File: src/rtl/alu_driver_if.sv
// rtl/alu_driver_if.sv - command and ALU-facing signal bundle for alu_driver
interface alu_driver_if;
    logic       start;
    logic [1:0] cmd;
    logic       flag_en;
    logic [7:0] operand;
    logic       busy;
    logic       done;
    logic [7:0] acc;
    logic       carry;
    logic       alu_op;
    logic [7:0] alu_a;
    logic [7:0] alu_b;
    logic       alu_flagen;
    logic [8:0] alu_res;

    modport slave (
        input  start, cmd, flag_en, operand, alu_res,
        output busy, done, acc, carry, alu_op, alu_a, alu_b, alu_flagen
    );

    modport master (
        output start, cmd, flag_en, operand, alu_res,
        input  busy, done, acc, carry, alu_op, alu_a, alu_b, alu_flagen
    );
endinterface

File: src/rtl/alu_driver.sv
// rtl/alu_driver.sv - sequencer holding ALU inputs for a settle window, then capturing acc/carry
module alu_driver #(
    parameter int SETTLE_CYCLES = 3,
    parameter int CNT_W         = 4
) (
    input  logic         clk,
    input  logic         rst_n,
    alu_driver_if.slave  bus
);
    typedef enum logic [1:0] {
        ST_IDLE   = 2'd0,
        ST_SETTLE = 2'd1,
        ST_DONE   = 2'd2
    } state_t;

    localparam logic [1:0] CMD_ADD  = 2'b00;
    localparam logic [1:0] CMD_SUB  = 2'b01;
    localparam logic [1:0] CMD_LOAD = 2'b10;
    localparam logic [1:0] CMD_CLRC = 2'b11;

    localparam logic [CNT_W-1:0] CNT_LOAD = CNT_W'(SETTLE_CYCLES);
    localparam logic [CNT_W-1:0] CNT_ONE  = CNT_W'(1);

    state_t           state_q, state_d;
    logic [CNT_W-1:0] cnt_q, cnt_d;
    logic [7:0]       acc_q, acc_d;
    logic             carry_q, carry_d;
    logic             alu_op_q, alu_op_d;
    logic [7:0]       alu_a_q, alu_a_d;
    logic [7:0]       alu_b_q, alu_b_d;
    logic             alu_flagen_q, alu_flagen_d;

    always_ff @(posedge clk or negedge rst_n) begin
        if (!rst_n) begin
            state_q      <= ST_IDLE;
            cnt_q        <= '0;
            acc_q        <= '0;
            carry_q      <= 1'b0;
            alu_op_q     <= 1'b0;
            alu_a_q      <= '0;
            alu_b_q      <= '0;
            alu_flagen_q <= 1'b0;
        end else begin
            state_q      <= state_d;
            cnt_q        <= cnt_d;
            acc_q        <= acc_d;
            carry_q      <= carry_d;
            alu_op_q     <= alu_op_d;
            alu_a_q      <= alu_a_d;
            alu_b_q      <= alu_b_d;
            alu_flagen_q <= alu_flagen_d;
        end
    end

    always_comb begin
        state_d      = state_q;
        cnt_d        = cnt_q;
        acc_d        = acc_q;
        carry_d      = carry_q;
        alu_op_d     = alu_op_q;
        alu_a_d      = alu_a_q;
        alu_b_d      = alu_b_q;
        alu_flagen_d = alu_flagen_q;

        case (state_q)
            ST_IDLE, ST_DONE: begin
                state_d = ST_IDLE;
                if (bus.start) begin
                    case (bus.cmd)
                        CMD_ADD, CMD_SUB: begin
                            alu_a_d      = acc_q;
                            alu_b_d      = bus.operand;
                            alu_op_d     = bus.cmd[0];
                            alu_flagen_d = bus.flag_en;
                            cnt_d        = CNT_LOAD;
                            state_d      = ST_SETTLE;
                        end
                        CMD_LOAD: begin
                            acc_d   = bus.operand;
                            state_d = ST_DONE;
                        end
                        CMD_CLRC: begin
                            carry_d = 1'b0;
                            state_d = ST_DONE;
                        end
                        default: state_d = ST_IDLE;
                    endcase
                end
            end
            ST_SETTLE: begin
                // ALU ports stay untouched here; start is deliberately not looked at.
                cnt_d = cnt_q - CNT_ONE;
                if (cnt_q == CNT_ONE) begin
                    acc_d = bus.alu_res[7:0];
                    if (alu_flagen_q) begin
                        carry_d = bus.alu_res[8];
                    end
                    cnt_d   = '0;
                    state_d = ST_DONE;
                end
            end
            default: state_d = ST_IDLE;
        endcase
    end

    assign bus.busy       = (state_q == ST_SETTLE);
    assign bus.done       = (state_q == ST_DONE);
    assign bus.acc        = acc_q;
    assign bus.carry      = carry_q;
    assign bus.alu_op     = alu_op_q;
    assign bus.alu_a      = alu_a_q;
    assign bus.alu_b      = alu_b_q;
    assign bus.alu_flagen = alu_flagen_q;
endmodule

File: src/flat_wrapper.sv
// flat-port wrapper written by rule: the top's interface ports become plain ports
module alu_driver_flat 
#(
    parameter int SETTLE_CYCLES = 3,
    parameter int CNT_W         = 4
)
  (clk, rst_n, bus_start, bus_cmd, bus_flag_en, bus_operand, bus_alu_res, bus_busy, bus_done, bus_acc, bus_carry, bus_alu_op, bus_alu_a, bus_alu_b, bus_alu_flagen);
  alu_driver_if bus_i ();
  input  logic clk;
  input  logic rst_n;
  input wire logic [$bits(bus_i.start)-1:0] bus_start;
  input wire logic [$bits(bus_i.cmd)-1:0] bus_cmd;
  input wire logic [$bits(bus_i.flag_en)-1:0] bus_flag_en;
  input wire logic [$bits(bus_i.operand)-1:0] bus_operand;
  input wire logic [$bits(bus_i.alu_res)-1:0] bus_alu_res;
  output wire logic [$bits(bus_i.busy)-1:0] bus_busy;
  output wire logic [$bits(bus_i.done)-1:0] bus_done;
  output wire logic [$bits(bus_i.acc)-1:0] bus_acc;
  output wire logic [$bits(bus_i.carry)-1:0] bus_carry;
  output wire logic [$bits(bus_i.alu_op)-1:0] bus_alu_op;
  output wire logic [$bits(bus_i.alu_a)-1:0] bus_alu_a;
  output wire logic [$bits(bus_i.alu_b)-1:0] bus_alu_b;
  output wire logic [$bits(bus_i.alu_flagen)-1:0] bus_alu_flagen;
  assign bus_i.start = bus_start;
  assign bus_i.cmd = bus_cmd;
  assign bus_i.flag_en = bus_flag_en;
  assign bus_i.operand = bus_operand;
  assign bus_i.alu_res = bus_alu_res;
  assign bus_busy = bus_i.busy;
  assign bus_done = bus_i.done;
  assign bus_acc = bus_i.acc;
  assign bus_carry = bus_i.carry;
  assign bus_alu_op = bus_i.alu_op;
  assign bus_alu_a = bus_i.alu_a;
  assign bus_alu_b = bus_i.alu_b;
  assign bus_alu_flagen = bus_i.alu_flagen;
  alu_driver #(.SETTLE_CYCLES(SETTLE_CYCLES), .CNT_W(CNT_W)) u_core (.clk(clk), .rst_n(rst_n), .bus(bus_i));
endmodule
File: config.mk
export PLATFORM = sky130hd
export DESIGN_NAME = alu_driver_flat
export DESIGN_NICKNAME = d
export VERILOG_FILES = /design/src/rtl/alu_driver_if.sv /design/src/rtl/alu_driver.sv /design/src/flat_wrapper.sv
export SDC_FILE = /design/constraint.sdc
export NUM_CORES = 1
export LEC_CHECK = 0
export CAP_MARGIN = 20
export CELL_PAD_IN_SITES_DETAIL_PLACEMENT = 0
export CELL_PAD_IN_SITES_GLOBAL_PLACEMENT = 2
export CORE_ASPECT_RATIO = 1.4
export CORE_UTILIZATION = 28
export DETAILED_ROUTE_END_ITERATION = 10
export PLACE_DENSITY = 0.82
export SYNTH_ARGS = -nofsm -noshare
export SYNTH_HDL_FRONTEND = slang
export SYNTH_SLANG_ARGS = --single-unit
File: constraint.sdc
create_clock -name clk -period 2 [get_ports clk]
set_clock_uncertainty 0.2 [all_clocks]
set_input_delay 0.2 -clock clk [delete_from_list [all_inputs] [get_ports clk]]
set_output_delay 0.2 -clock clk [all_outputs]
set_load 0.1 [all_outputs]
---- After elaboration in Yosys (flattened, before gate mapping) ----
Cells that the tools add are included.
cells by class
  add/subtract/negate cells ............... 1
  equal/unequal tests ..................... 12
  multiplexer cells ....................... 17
  reductions and logical operators ........ 10
operators with widths
  cell                                              count
  2-to-1 mux 8 bit                                  3
  case mux 8 bit (2 select lines)                   1
  2-to-1 mux 4 bit                                  3
  != test 2 bit, second input constant              4
  case mux 2 bit (2 select lines)                   2
  case mux 4 bit (2 select lines)                   1
  == test 2 bit, second input constant              3
  AND reduction 3 bit                               2
  OR reduction 2 bit                                3
  AND reduction 5 bit                               1
  == test 2 x 1 -> 1 bit, second input constant     2
  == test 4 x 1 -> 1 bit, second input constant     1
  zero test 2 bit                                   2
  2-to-1 mux 1 bit                                  4
  2-to-1 mux 2 bit                                  2
  != test 2 x 1 -> 1 bit, second input constant     2
  AND reduction 4 bit                               1
  subtractor 4 x 1 -> 4 bit, second input constant  1
  case mux 1 bit (2 select lines)                   1
  nonzero test 2 bit                                1
storage, ports and cells
  register bits ........................... 33
  input bits .............................. 23
  output and inout port bits .............. 29
  logic and storage cells ................. 48

---- Depth between registers and ports, before layout ----
Gate-level depths: netlist of run 1.
  word-level depth ........................ 5
  gate-level depth with buffers ........... 5
  mapped depth without buffers ............ 5

---- Least setup slack after synthesis of run 1 ----
OpenSTA, ideal clock, no wires.
  path kind ............................... reg-to-reg
  start point ............................. register u_core.state_q[0]
  end point ............................... register u_core.acc_q[1] (netlist: u_core.bus.acc[1])
  setup time .............................. 0.068 ns
  arrival ................................. 1.976 ns
  data required time ...................... 1.732 ns
  slack ................................... -0.244 ns
  cell stages (with the launch flop) ...... 6
  buffers on the path ..................... 1
  clock period less this slack ............ 2.244 ns
  cells stage by stage .................... dfrtp_1 > nand2b_1 > buf_2 > clkinv_1 > nand2_2 > o221a_2
between the ends
  elaborated cells between the ends (all ways) .. 10
  those cells by class .................... 5 x eq/ne; 1 x mux; 4 x reduce/logical
RTL lines
  what                                                                                  line                RTL
  from (decl)                                                                           alu_driver.sv:24    state_t state_q, state_d;
  from (signal assigned)                                                                alu_driver.sv:44    state_q <= state_d;
  == test 2 x 1 -> 1 bit (*)                                                            -
  named net bus_busy                                                                    flat_wrapper.sv:16  output wire logic [$bits(bus_i.busy)-1:0] bus_busy;
  != test 2 x 1 -> 1 bit (no source line) / nonzero test 2 bit (equally long branches)  -
  AND reduction 4 bit (no source line)                                                  -
  to (signal assigned)                                                                  alu_driver.sv:37    acc_q <= '0;
  to (signal assigned)                                                                  alu_driver.sv:46    acc_q <= acc_d;
  to (decl)                                                                             alu_driver.sv:26    logic [7:0] acc_q, acc_d;
Mark *: on every way through the listed nets, which the timed path passes. The rest lies on a longest branch.
A chain may end at the register's enable or synchronous reset.

---- Worst setup path after layout of run 1 ----
  start point ............................. register u_core.cnt_q[1]
  end point ............................... register u_core.acc_q[4] (netlist: u_core.bus.acc[4])
between the ends
  longest elaborated chain between the ends .. 3
RTL lines
  what                                     line              RTL
  from (decl)                              alu_driver.sv:25  logic [CNT_W-1:0] cnt_q, cnt_d;
  from (signal assigned)                   alu_driver.sv:45  cnt_q <= cnt_d;
  == test 4 x 1 -> 1 bit                   alu_driver.sv:93  if (cnt_q == CNT_ONE) begin
  != test 2 x 1 -> 1 bit (no source line)  -
  AND reduction 4 bit (no source line)     -
No other way between the ends.

==> impl_metrics.json, run 1 <==
{
  "grt_pass1_vias": 1184,
  "globalRouteMet2Util_pct": 24.3,
  "critPathKind": "reg -> reg",
  "finalWorstSetupSlack_ns": 0.189,
  "worst_hold_slack_ns": 0.115,
  "critPathCaptureType": "register",
  "synth.avg_cell_area_um2": 13.7,
  "seq_area_frac_synth_pct": 57.6,
  "critPathRequiredTime_ns": 2.02,
  "ant_nets": 0,
  "slew_headroom_pct": 72.6,
  "worst-r2r-setup-slack_ns": 0.19,
  "use_met3_pct": 3.68,
  "synth-edff-count": 0,
  "synth_cell_types": 26,
  "initial_utilization_pct": 29.4,
  "cts_resized": 0,
  "grt_max_degree": 34,
  "antenna_found_initial": 0,
  "route.detailed.drc": 0,
  "grt_pass1_wl_mm": 5.64,
  "synth-main-ff-cell": "dfrtp_1",
  "core_area_um2": 4880,
  "dp_hpwl_mm": 2.59,
  "ios": 52,
  "gp_congestion": 0.727,
  "wl_per_cell_um": 14.9,
  "firstDrtPassIters": 4,
  "multi_input_comb_area_um2": 574,
  "cp_cell_sequence": "inv_1 > ha_1 > or3b_4 > o22ai_4 > o221a_2",
  "root_buffer": "clkbuf_8",
  "cts.hold.buffers_added": 0,
  "num_vias": 1057,
  "ys_warn_count": 0,
  "hold_class": "in -> async",
  "insertion_delay_ns": 0.28,
  "post_drt_via_cell_ratio": 4.66,
  "drive_above_1_share_pct": 43.6,
  "n_antenna_cell": 0,
  "overflow": 0,
  "busiest_layer": "met2",
  "io_buffers": 51,
  "crit_slowest_cell": "or3b_4",
  "tightestPinTransition_ns": 0.411,
  "cts_inserted_buffers": 5,
  "seq_area_um2": 826,
  "hold_viol": 0,
  "setup_viol": 0,
  "area_delta_synth_final_pct": 45.0,
  "status": "finished clean",
  "fillCellCount": 494,
  "rows": 30,
  "startpoint_type": "register",
  "final_max_slew_viol_count": 0,
  "crit_path_max_incr_delay_ns": 0.41,
  "grt_use_met1_pct": 15.1,
  "fmax_mhz": 552,
  "cp.arrival_ns": 1.83,
  "synth_nets": 130,
  "cts_setup_buffers": 0,
  "cts_tree": "yes",
  "rsz0062_at_grt": "no",
  "synth-async-reset-ratio_pct": 100,
  "clk_path_buf_depth": 2,
  "die_x_um": 62.5,
  "drv_cap": 0,
  "min_period_over_period_pct": 90.6,
  "fin_crit_ns": 1.81,
  "drt-total-wl_mm": 3.39,
  "die_h_um": 86.7,
  "path_max_fanout": 8,
  "syn_area_um2": 1430,
  "layout.nets": 189,
  "htreeDepth": 2,
  "syn_inst": 105,
  "ys_seq_elements": 33,
  "drtIter0Drc": 28,
  "setup-tns-final_ns": 0,
  "die-area_um2": 5420,
  "pre_cts_slack_ns": 0.141,
  "clk_pin_slew_worst_paths_ns": 0.06,
  "cts_sinks": 33,
  "grt_usage_pct": 13.9
}
## worst paths after layout
check | start | endpoint | cells past startpoint
worst max-delay path | u_core.cnt_q[1] | u_core.bus.acc[4] | 5
worst min-delay path | rst_n | u_core.bus.alu_b[0] | 2
worst max register to register | u_core.cnt_q[1] | u_core.bus.acc[4] | 5
worst min register to register | u_core.bus.alu_op | u_core.bus.alu_op | 1
max in group asynchronous | rst_n | u_core.bus.alu_b[4] | 2
min in group clk | bus_flag_en | u_core.bus.alu_flagen | 3
## registers in the layout, summed over array words and instances (netlist names)
| register | cells |
|---|---|
| u_core.state_q | 2 |
| u_core.bus.alu_flagen | 1 |
| u_core.bus.alu_op | 1 |
| u_core.bus.acc | 8 |
| u_core.bus.carry | 1 |
| u_core.cnt_q | 4 |
| u_core.bus.alu_a | 8 |
| u_core.bus.alu_b | 8 |
## worst max-delay path: cells and delay by family, from the launching register on
| kind | cells | cell delay [ns] |
|---|---|---|
| adder cells (fa/ha/maj) | 1 | 0.15 |
| buffers and inverters | 1 | 0.08 |
| flip-flops | 1 | 0.39 |
| AND/OR/NAND/NOR | 1 | 0.41 |
| AO/OA/AOI/OAI | 2 | 0.52 |
## per-layer routing
layer  up-vias  part of all wire [%]
li1        496                     -
met1       516                    38
met2        40                    53
met3         5                   6.8
met4         0                   2.0
met5         -                     0
## metrics by stage
stage	instance area, µm²	instances	util [%]
2_1_floorplan	1440	105	-
3_3_place_gp	2000	221	41.1
3_5_place_dp	2000	221	41.1
4_1_cts	2080	227	42.6
5_1_grt	2080	227	42.6
6_report	2080	227	42.6
## cells by family (layout without fill, tap and decap cells)
| kind of cell | Yosys count | in the layout | synth area share, % |
|---|---|---|---|
| buf+inv | 8 | 66 | 2.70 |
| compound gates | 17 | 17 | 11.3 |
| mux | 19 | 19 | 14.7 |
| flops | 33 | 33 | 57.6 |
| simple gates | 26 | 26 | 12.0 |
| fa+ha+maj | 2 | 2 | 1.74 |
## synthesized netlist by cell type, types with 2 or more instances
| master | n | area (µm²) |
|---|---|---|
| dfrtp_1 | 33 | 826 |
| o2bb2ai_1 | 2 | 17.5 |
| ha_1 | 2 | 25.0 |
| nand3_1 | 2 | 10.0 |
| nand2_1 | 3 | 11.3 |
| nand2b_1 | 12 | 75.1 |
| mux2_2 | 17 | 191 |
| buf_4 | 2 | 15.0 |
| o221a_2 | 7 | 78.8 |
| mux2i_1 | 2 | 20.0 |
| inv_1 | 4 | 15.0 |
| o21ai_0 | 5 | 25.0 |
## layout by cell type (no fill, tap or decap), drive strengths merged
master	count
o221a	8
buf	33
nand4	1
o21ai	5
o221ai	1
or3b	1
nand2	4
clkbuf	5
o22ai	1
and4bb	1
ha	2
clkdlybuf4s50	22
mux2	17
nor3b	2
mux2i	2
nand3b	1
o2bb2ai	2
nor3	1
nand3	2
inv	4
dfrtp	33
clkinv	2
nor2b	1
nand2b	12
## final cells by class
type	instances	area share [%]
Inverter	5	0.963
Clock buffer	5	3.31
Sequential cell	33	39.7
Tap cell	64	3.85
Clock inverter	1	0.241
Timing Repair Buffer	55	24.3
Multi-Input combinational cell	64	27.6
Power of run 1 is left out: the tool's default activity adds up to more than one toggle a clock period on the data nets, which glitch-free logic cannot reach.
==> run 2, diff against run 1 <==
--- a/config.mk
+++ b/config.mk
@@ -10,6 +10,7 @@
 export CELL_PAD_IN_SITES_GLOBAL_PLACEMENT = 2
 export CORE_ASPECT_RATIO = 1.4
 export CORE_UTILIZATION = 28
+export CTS_CLUSTER_SIZE = 20
 export DETAILED_ROUTE_END_ITERATION = 10
 export PLACE_DENSITY = 0.82
 export SYNTH_ARGS = -nofsm -noshare
==> results of run 2 <==
Same layout as run 1: the final DEF is identical, and so are final timing and power.
Power of run 2 is left out for the same reason.
==> run 3, diff against run 2 <==
--- a/config.mk
+++ b/config.mk
@@ -8,7 +8,8 @@
 export CAP_MARGIN = 20
 export CELL_PAD_IN_SITES_DETAIL_PLACEMENT = 0
 export CELL_PAD_IN_SITES_GLOBAL_PLACEMENT = 2
-export CORE_ASPECT_RATIO = 1.4
+export CORE_ASPECT_RATIO = 1.2
+export CORE_MARGIN = 2
 export CORE_UTILIZATION = 28
 export CTS_CLUSTER_SIZE = 20
 export DETAILED_ROUTE_END_ITERATION = 10
==> run 3 against run 2 <==
Effect of this change:
- setup slack improved by 0.011 ns
- register-to-register slack about the same
- via count down 2.5%
- maximum frequency increased by 0.59%
- sequential share of layout area is 0.43 points lower
- non-clock buffer count down 2
==> impl_metrics.json, run 3 (synthesis gave the netlist of run 1 again) <==
{
  "status": "finished clean",
  "critPathCaptureType": "register",
  "critPathRequiredTime_ns": 1.96,
  "path_max_fanout": 9,
  "die_x_um": 69.3,
  "drt-total-wl_mm": 3.21,
  "cts_setup_buffers": 0,
  "grt_max_degree": 34,
  "cts_inserted_buffers": 5,
  "die_h_um": 82.4,
  "drtIter0Drc": 35,
  "grt_usage_pct": 12.5,
  "reg2reg_depth": 5,
  "post_drt_via_cell_ratio": 4.62,
  "fillCellCount": 466,
  "grt_use_met1_pct": 14.7,
  "place_area_um2": 1980,
  "setup_viol": 0,
  "gp_congestion": 0.735,
  "reg2reg_to": "u_core.bus.acc[5]",
  "overflow": 0,
  "dp_hpwl_mm": 2.39,
  "finalInstanceArea_um2": 2100,
  "core_area_um2": 4940,
  "ios": 52,
  "grt_pass1_vias": 1087,
  "firstDrtPassIters": 3,
  "startpoint_type": "register",
  "layout_commonest_cell": "dfrtp_1",
  "use_met3_pct": 4.73,
  "min_period_over_period_pct": 90.0,
  "busiest_layer": "met2",
  "drv_cap": 0,
  "wl_per_cell_um": 14.4,
  "worst_hold_slack_ns": 0.118,
  "clk_pin_slew_worst_paths_ns": 0.07,
  "cts_tree": "yes",
  "setup-tns-final_ns": 0,
  "cts_sinks": 33,
  "final_cell_mix": "dfrtp_1 (33), buf_4 (28), clkdlybuf4s50_1 (22)",
  "worst-r2r-setup-slack_ns": 0.20,
  "finish.utilization_pct": 42.6,
  "globalRouteMet2Util_pct": 20.3,
  "hold_class": "in -> async",
  "layout.nets": 187,
  "insertion_delay_ns": 0.28,
  "rsz0062_at_grt": "no",
  "die-area_um2": 5710,
  "n_antenna_cell": 0,
  "final_max_slew_viol_count": 0,
  "area_delta_synth_final_pct": 46.6,
  "slew_headroom_pct": 72.5,
  "route.detailed.drc": 0,
  "tightestPinTransition_ns": 0.413,
  "root_buffer": "clkbuf_8",
  "htreeDepth": 2,
  "critPathKind": "reg -> reg",
  "cp.arrival_ns": 1.76,
  "initial_utilization_pct": 29.0,
  "ant_nets": 0,
  "drive_above_1_share_pct": 42.9,
  "num_vias": 1031,
  "grt_pass1_wl_mm": 5.44,
  "rows": 28,
  "hold_viol": 0,
  "io_buffers": 51,
  "clk_path_buf_depth": 2,
  "fin_crit_ns": 1.80,
  "antenna_found_initial": 0,
  "fmax_mhz": 555,
  "r2r-start": "u_core.cnt_q[1]"
}
-- run 3: cell types whose count changed in the layout (fill, tap and decap cells not counted), sizes merged --
cell,delta
buf,-2
bufinv,+1
clkbuf,+2
clkinv,-1
-- run 3: routing by layer --
metal | vias up | share of wire (%)
met2 | 35 | 50
met4 | 0 | 0.87
met5 | - | 0
met1 | 501 | 41
met3 | 2 | 7.2
li1 | 493 | -
-- run 3: how the worst max path moves through the flow --
stage                                 start                   to  slack, ns  cells past startpoint
final                       u_core.cnt_q[1]    u_core.bus.acc[5]       0.20                      5
after global routing        u_core.cnt_q[1]    u_core.bus.acc[2]       0.07                      5
after CTS                 u_core.state_q[0]             bus_busy       0.10                      3
after detailed placement          bus_start  u_core.bus.alu_b[7]       0.16                      4
after global placement            bus_start  u_core.bus.alu_b[3]       0.18                      4
after floorplan           u_core.state_q[0]    u_core.bus.acc[1]       0.22                      5
-- run 3: per-stage QoR --
stage	setup slack, ns	instances
CTS	0.104	223
global route	0.0720	223
finish	0.200	223
floorplan	0.223	105
detailed placement	0.156	215
global placement	0.176	215
-- run 3: worst max-delay path, cell delays in order, from the launching register on --
cell	delay, ns
dfrtp_1	0.39
inv_1	0.08
ha_1	0.15
nor3b_1	0.34
nand2_2	0.22
o221a_2	0.31
-- run 3: timing repair --
action | in CTS | in global routing
endpoints found under the setup margin | 0 | 1
resized for setup | 0 | 1
hold buffers | 0 | 0
-- run 3: cell type report --
cell class | count | area, µm² | share of cell area [%]
Clock inverter | 1 | 30.0 | 1.43
Inverter | 5 | 20.0 | 0.952
Multi-Input combinational cell | 64 | 574 | 27.3
Timing Repair Buffer | 53 | 490 | 23.3
Sequential cell | 33 | 826 | 39.3
Clock buffer | 7 | 86.3 | 4.11
Tap cell | 60 | 75.1 | 3.57
Power of run 3 is left out for the same reason.
